$ cat src/rtl/serial_subtractor.sv
// rtl/serial_subtractor.sv - bit-serial unsigned subtractor, LSB-first, start/busy/done handshake.
// Optional signed-overflow output OVF is enabled by defining SERIAL_SUBTRACTOR_OVF_EN.
module serial_subtractor #(
  parameter int WIDTH = 8
) (
  input  logic             CLK,
  input  logic             RST_N,
  input  logic             START,
  input  logic [WIDTH-1:0] A,
  input  logic [WIDTH-1:0] B,
  output logic             BUSY,
  output logic             DONE,
  output logic [WIDTH-1:0] DIFF,
`ifdef SERIAL_SUBTRACTOR_OVF_EN
  output logic             OVF,
`endif
  output logic             BORROW
);

  localparam int CW = $clog2(WIDTH);
  localparam logic [CW-1:0] LAST_BIT = CW'(WIDTH - 1);

  typedef enum logic {
    IDLE = 1'b0,
    RUN  = 1'b1
  } state_t;

  state_t           state_q, state_d;
  logic [WIDTH-1:0] a_q, a_d;
  logic [WIDTH-1:0] b_q, b_d;
  logic [WIDTH-1:0] work_q, work_d;
  logic             br_q, br_d;
  logic [CW-1:0]    cnt_q, cnt_d;
  logic             busy_q, busy_d;
  logic             done_q, done_d;
  logic [WIDTH-1:0] diff_q, diff_d;
  logic             borrow_q, borrow_d;
`ifdef SERIAL_SUBTRACTOR_OVF_EN
  logic             ovf_q, ovf_d;
`endif

  logic a0, b0, d_bit, br_nxt;

  // Full-subtractor cell on the current LSBs with the registered borrow.
  always_comb begin
    a0     = a_q[0];
    b0     = b_q[0];
    d_bit  = a0 ^ b0 ^ br_q;
    br_nxt = (~a0 & b0) | (~(a0 ^ b0) & br_q);
  end

  always_comb begin
    state_d  = state_q;
    a_d      = a_q;
    b_d      = b_q;
    work_d   = work_q;
    br_d     = br_q;
    cnt_d    = cnt_q;
    busy_d   = busy_q;
    done_d   = 1'b0;
    diff_d   = diff_q;
    borrow_d = borrow_q;
`ifdef SERIAL_SUBTRACTOR_OVF_EN
    ovf_d    = ovf_q;
`endif
    case (state_q)
      IDLE: begin
        if (START) begin
          a_d     = A;
          b_d     = B;
          work_d  = '0;
          br_d    = 1'b0;
          cnt_d   = '0;
          busy_d  = 1'b1;
          state_d = RUN;
        end
      end
      RUN: begin
        a_d    = a_q >> 1;
        b_d    = b_q >> 1;
        work_d = {d_bit, work_q[WIDTH-1:1]};
        br_d   = br_nxt;
        cnt_d  = cnt_q + CW'(1);
        if (cnt_q == LAST_BIT) begin
          // The MSB step: publish the result and return to IDLE in the same edge.
          cnt_d    = '0;
          busy_d   = 1'b0;
          done_d   = 1'b1;
          diff_d   = work_d;
          borrow_d = br_nxt;
`ifdef SERIAL_SUBTRACTOR_OVF_EN
          ovf_d    = (a0 ^ b0) & (a0 ^ d_bit);
`endif
          state_d  = IDLE;
        end
      end
      default: state_d = IDLE;
    endcase
  end

  always_ff @(posedge CLK or negedge RST_N) begin
    if (!RST_N) begin
      state_q  <= IDLE;
      a_q      <= '0;
      b_q      <= '0;
      work_q   <= '0;
      br_q     <= 1'b0;
      cnt_q    <= '0;
      busy_q   <= 1'b0;
      done_q   <= 1'b0;
      diff_q   <= '0;
      borrow_q <= 1'b0;
`ifdef SERIAL_SUBTRACTOR_OVF_EN
      ovf_q    <= 1'b0;
`endif
    end else begin
      state_q  <= state_d;
      a_q      <= a_d;
      b_q      <= b_d;
      work_q   <= work_d;
      br_q     <= br_d;
      cnt_q    <= cnt_d;
      busy_q   <= busy_d;
      done_q   <= done_d;
      diff_q   <= diff_d;
      borrow_q <= borrow_d;
`ifdef SERIAL_SUBTRACTOR_OVF_EN
      ovf_q    <= ovf_d;
`endif
    end
  end

  assign BUSY   = busy_q;
  assign DONE   = done_q;
  assign DIFF   = diff_q;
  assign BORROW = borrow_q;
`ifdef SERIAL_SUBTRACTOR_OVF_EN
  assign OVF    = ovf_q;
`endif

endmodule

$ cat config.mk
export PLATFORM = sky130hd
export DESIGN_NAME = serial_subtractor
export DESIGN_NICKNAME = d
export VERILOG_FILES = /design/src/rtl/serial_subtractor.sv
export SDC_FILE = /design/constraint.sdc
export NUM_CORES = 1
export LEC_CHECK = 0
export ABC_AREA = 1
export ABC_CLOCK_PERIOD_IN_PS = 1490
export BUFFER_PORTS_ARGS = -buffer_cell sky130_fd_sc_hd__buf_2
export CORE_ASPECT_RATIO = 1.1
export CORE_MARGIN = 2
export CORE_UTILIZATION = 49
export CTS_CLUSTER_DIAMETER = 120
export DETAILED_ROUTE_END_ITERATION = 10
export PLACE_DENSITY = 0.85
export SLEW_MARGIN = 5
export SYNTH_ARGS = -nofsm -noshare
export SYNTH_HDL_FRONTEND = slang
export SYNTH_SLANG_ARGS = --single-unit
$ cat constraint.sdc
create_clock -name CLK -period 1.49 [get_ports CLK]
set_clock_uncertainty 0.2 [all_clocks]
set_input_delay 0.149 -clock CLK [delete_from_list [all_inputs] [get_ports CLK]]
set_output_delay 0.149 -clock CLK [all_outputs]
set_load 0.02 [all_outputs]
==> results.tsv <==
stage	metric	value	unit
run_status	outcome	completed	
die	core-area	3390	sq um
routing	first_iter_violations	78	
logic_synthesis	synthCells	177	
pwr	power_density	1760	nW/um^2
cts	clock-sinks	39	
logic_synthesis	yosysTopAreaCell	dfrtp_1	
routing	vias	1351	
cts	cts_made_buffers	5	
layout	drive_above_1_share	28.4	%
setup_path	cpMaxStageDelayCell	dfrtp_1	
hold_path	hp-class	input pin to asynchronous set/reset pin	
setup_path	path_max_fanout	8	
sta	finalWorstSetupSlack	0.0392	ns
sta	worst_pin_slew	0.326	ns
sta	timing.fmax	689	MHz
sta	final-hold-violation-count	0	
setup_path	cp.arrival	1.49	ns
setup_path	reg2reg_depth	5	
setup_path	path_cells	ha_2, ha_1, nand2_2, clkbuf_16, o21ai_1	
die	fp.dieW	61.0	um
setup_path	regToRegSetupSlack	0.04	ns
setup_path	path_class	register to register	
setup_path	cp-end-kind	register	
logic_synthesis	ys_types	19	
die	io_pins	30	
logic_synthesis	synth_top_area_share	55.8	%
setup_path	crit_start	cnt_q[0]$_DFFE_PN0P_	
cts	clock_latency	0.34	ns
routing	drc	0	
die	rows	22	
cts	cts.clk_slew.worst_paths	0.11	ns
routing	wl_per_cell	11.7	um
global_routing	grt_pass1_wl	5.82	mm
logic_synthesis	avgSynthCellArea	9.89	sq um
sta	fin_crit	1.45	ns
placement	place_ws	0.0673	ns
global_routing	grt_max_degree	40	
sta	report.final.slew_viol_count	0	
placement	port_buffers	29	
pwr	p_leak	1.10	nW
pwr	power	0.00391	W
layout	stdcell_area	2220	sq um
layout	num_antenna_cells	0	
routing	wirelength	3.28	mm
sta	tns	0	ns
layout	finalNetCount	254	
global_routing	grt_pass1_vias	1318	
global_routing	gr-total-overflow	0	
cts	cts_tree	done	
sta	setup_viol_count_final	0	
logic_synthesis	synth-seq-cells	39	
placement	placed_area	1960	sq um
run	cap_viol_max_count	0	
routing	drtAntennaViolNets	0	
setup_path	rr_startpoint	cnt_q[0]$_DFFE_PN0P_	
setup_path	r2r-end	DIFF[3]$_DFFE_PN0P_	
cts	root_buffer	clkbuf_4	
cts	htreeDepth	2	
logic_synthesis	syn_area	1750	sq um
logic_synthesis	synthTopCellsByArea	dfrtp_1 (56%), nand2_1 (13%), nand3_2 (8.0%)	
sta	layout_worst_path_cycle_share	97.4	%
die	start_util	51.7	%
setup_path	slowest_delay	0.41	ns
global_routing	groute.usage.overall	19.5	%
logic_synthesis	yosysWarnings	0	
cts	clockBufferDepth	2	
placement	routabilityCongestion	0.759	
sta	maxSlewHeadroom	78.3	%
pwr	ir_drop	0.725	mV
setup_path	required	1.53	ns
routing	vias_per_cell	4.83	
setup_path	worstSetupStartpointType	register	
routing	drt_first_pass_iters	4	
placement	hpwl	2.05	mm
logic_synthesis	synthesis.nets	200	
global_routing	grt_antenna_before_repair	0	
layout	synthToLayoutAreaGrowth	27.1	%
die	die-area	4070	sq um
die	die_h	66.7	um
logic_synthesis	synth_seq_area_share	55.8	%
[cell families (layout without fill, tap and decap cells)]
kind of cell | after synthesis | in the layout | synth area share [%]
and+or+nand+nor | 96 | 96 | 27.3
DFF | 39 | 39 | 55.8
buffers and inverters | 21 | 76 | 7.79
AOI/OAI and AO/OA | 17 | 17 | 5.86
adders and majority gates | 4 | 4 | 3.29
[synthesized netlist by cell type]
| cell | instances |
|---|---|
| buf_2 | 2 |
| inv_1 | 11 |
| nor2_4 | 1 |
| o21ai_2 | 4 |
| nand2_2 | 1 |
| nand3_1 | 16 |
| o21ai_1 | 8 |
| o21ai_0 | 4 |
| dfrtp_1 | 39 |
| inv_4 | 1 |
| fa_1 | 1 |
| nand3_2 | 14 |
| buf_4 | 1 |
| nor2_1 | 2 |
| a21boi_0 | 1 |
| buf_6 | 5 |
| nand2_1 | 62 |
| buf_8 | 1 |
| ha_1 | 3 |
[how the worst max path moves through the flow]
stage | endpoint
CTS | DIFF[1]$_DFFE_PN0P_
finish | DIFF[3]$_DFFE_PN0P_
global route | DIFF[7]$_DFFE_PN0P_
floorplan | DIFF[7]$_DFFE_PN0P_
detailed placement | DIFF[1]$_DFFE_PN0P_
global placement | DIFF[7]$_DFFE_PN0P_
[layout by cell type (no fill, tap or decap)]
cell,instances
a21boi_0,1
buf_12,3
buf_2,29
buf_4,5
clkbuf_1,2
clkbuf_16,1
clkbuf_4,5
clkinv_2,1
dfrtp_1,39
dlygate4sd3_1,18
fa_1,1
ha_1,2
ha_2,1
inv_1,11
inv_6,1
nand2_1,62
nand2_2,1
nand3_1,16
nand3_2,14
nor2_1,2
nor2_4,1
o21ai_0,4
o21ai_1,8
o21ai_2,4
[worst max-delay path: cells and delay by family, from the launching register on]
family,cells,cell delay [ns]
fa+ha+maj,2,0.38
compound gates,1,0.05
flops,1,0.41
simple gates,1,0.14
buf+inv,1,0.17
[stage by stage]
stage	hold WS, ns	instances	util (%)
2_1_floorplan	-0.347	177	-
3_3_place_gp	-0.0731	252	57.8
3_5_place_dp	-0.0639	252	57.8
4_1_cts	0.0852	278	64.6
5_1_grt	0.0836	280	65.7
6_report	0.0940	280	65.7
[state kept, by name, summed over array words and instances, names as in the netlist]
signal and cells:
BUSY 1, DIFF 8, cnt_q 3, work_q 7, state_q 1, br_q 1, BORROW 1, a_q 8
DONE 1, b_q 8
[layer usage]
metal / up-vias / share of wire (%) / track usage, %
li1: 677 / - / -
met1: 639 / 43 / 24.0
met2: 30 / 51 / 32.4
met3: 5 / 3.9 / 6.02
met4: 0 / 1.3 / 5.71
met5: - / 0 / 0
[report_power, final]
group / switching (W) / internal, W / leakage [nW]
Clock: 0.000329 / 0.000184 / 0.0293
Sequential: 0.000258 / 0.00150 / 0.500
Combinational: 0.000961 / 0.000683 / 0.574
Total: 0.00155 / 0.00236 / 1.10
[cell type report]
type / instances / area, sq um
Clock buffer: 7 / 45.0
Clock inverter: 1 / 5.00
Fill cell: 271 / 1160
Inverter: 12 / 50.0
Multi-Input combinational cell: 117 / 641
Sequential cell: 39 / 976
Tap cell: 48 / 60.1
Timing Repair Buffer: 56 / 448
[timing repair]
| action | in CTS | in global routing |
|---|---|---|
| gates resized for setup | 0 | 2 |
| setup buffers | 0 | 1 |
| setup endpoints to repair | 0 | 9 |
| hold buffers | 18 | 0 |
| hold endpoints to repair | 56 | 0 |
No activity file was read; power rests on OpenSTA's default activity.
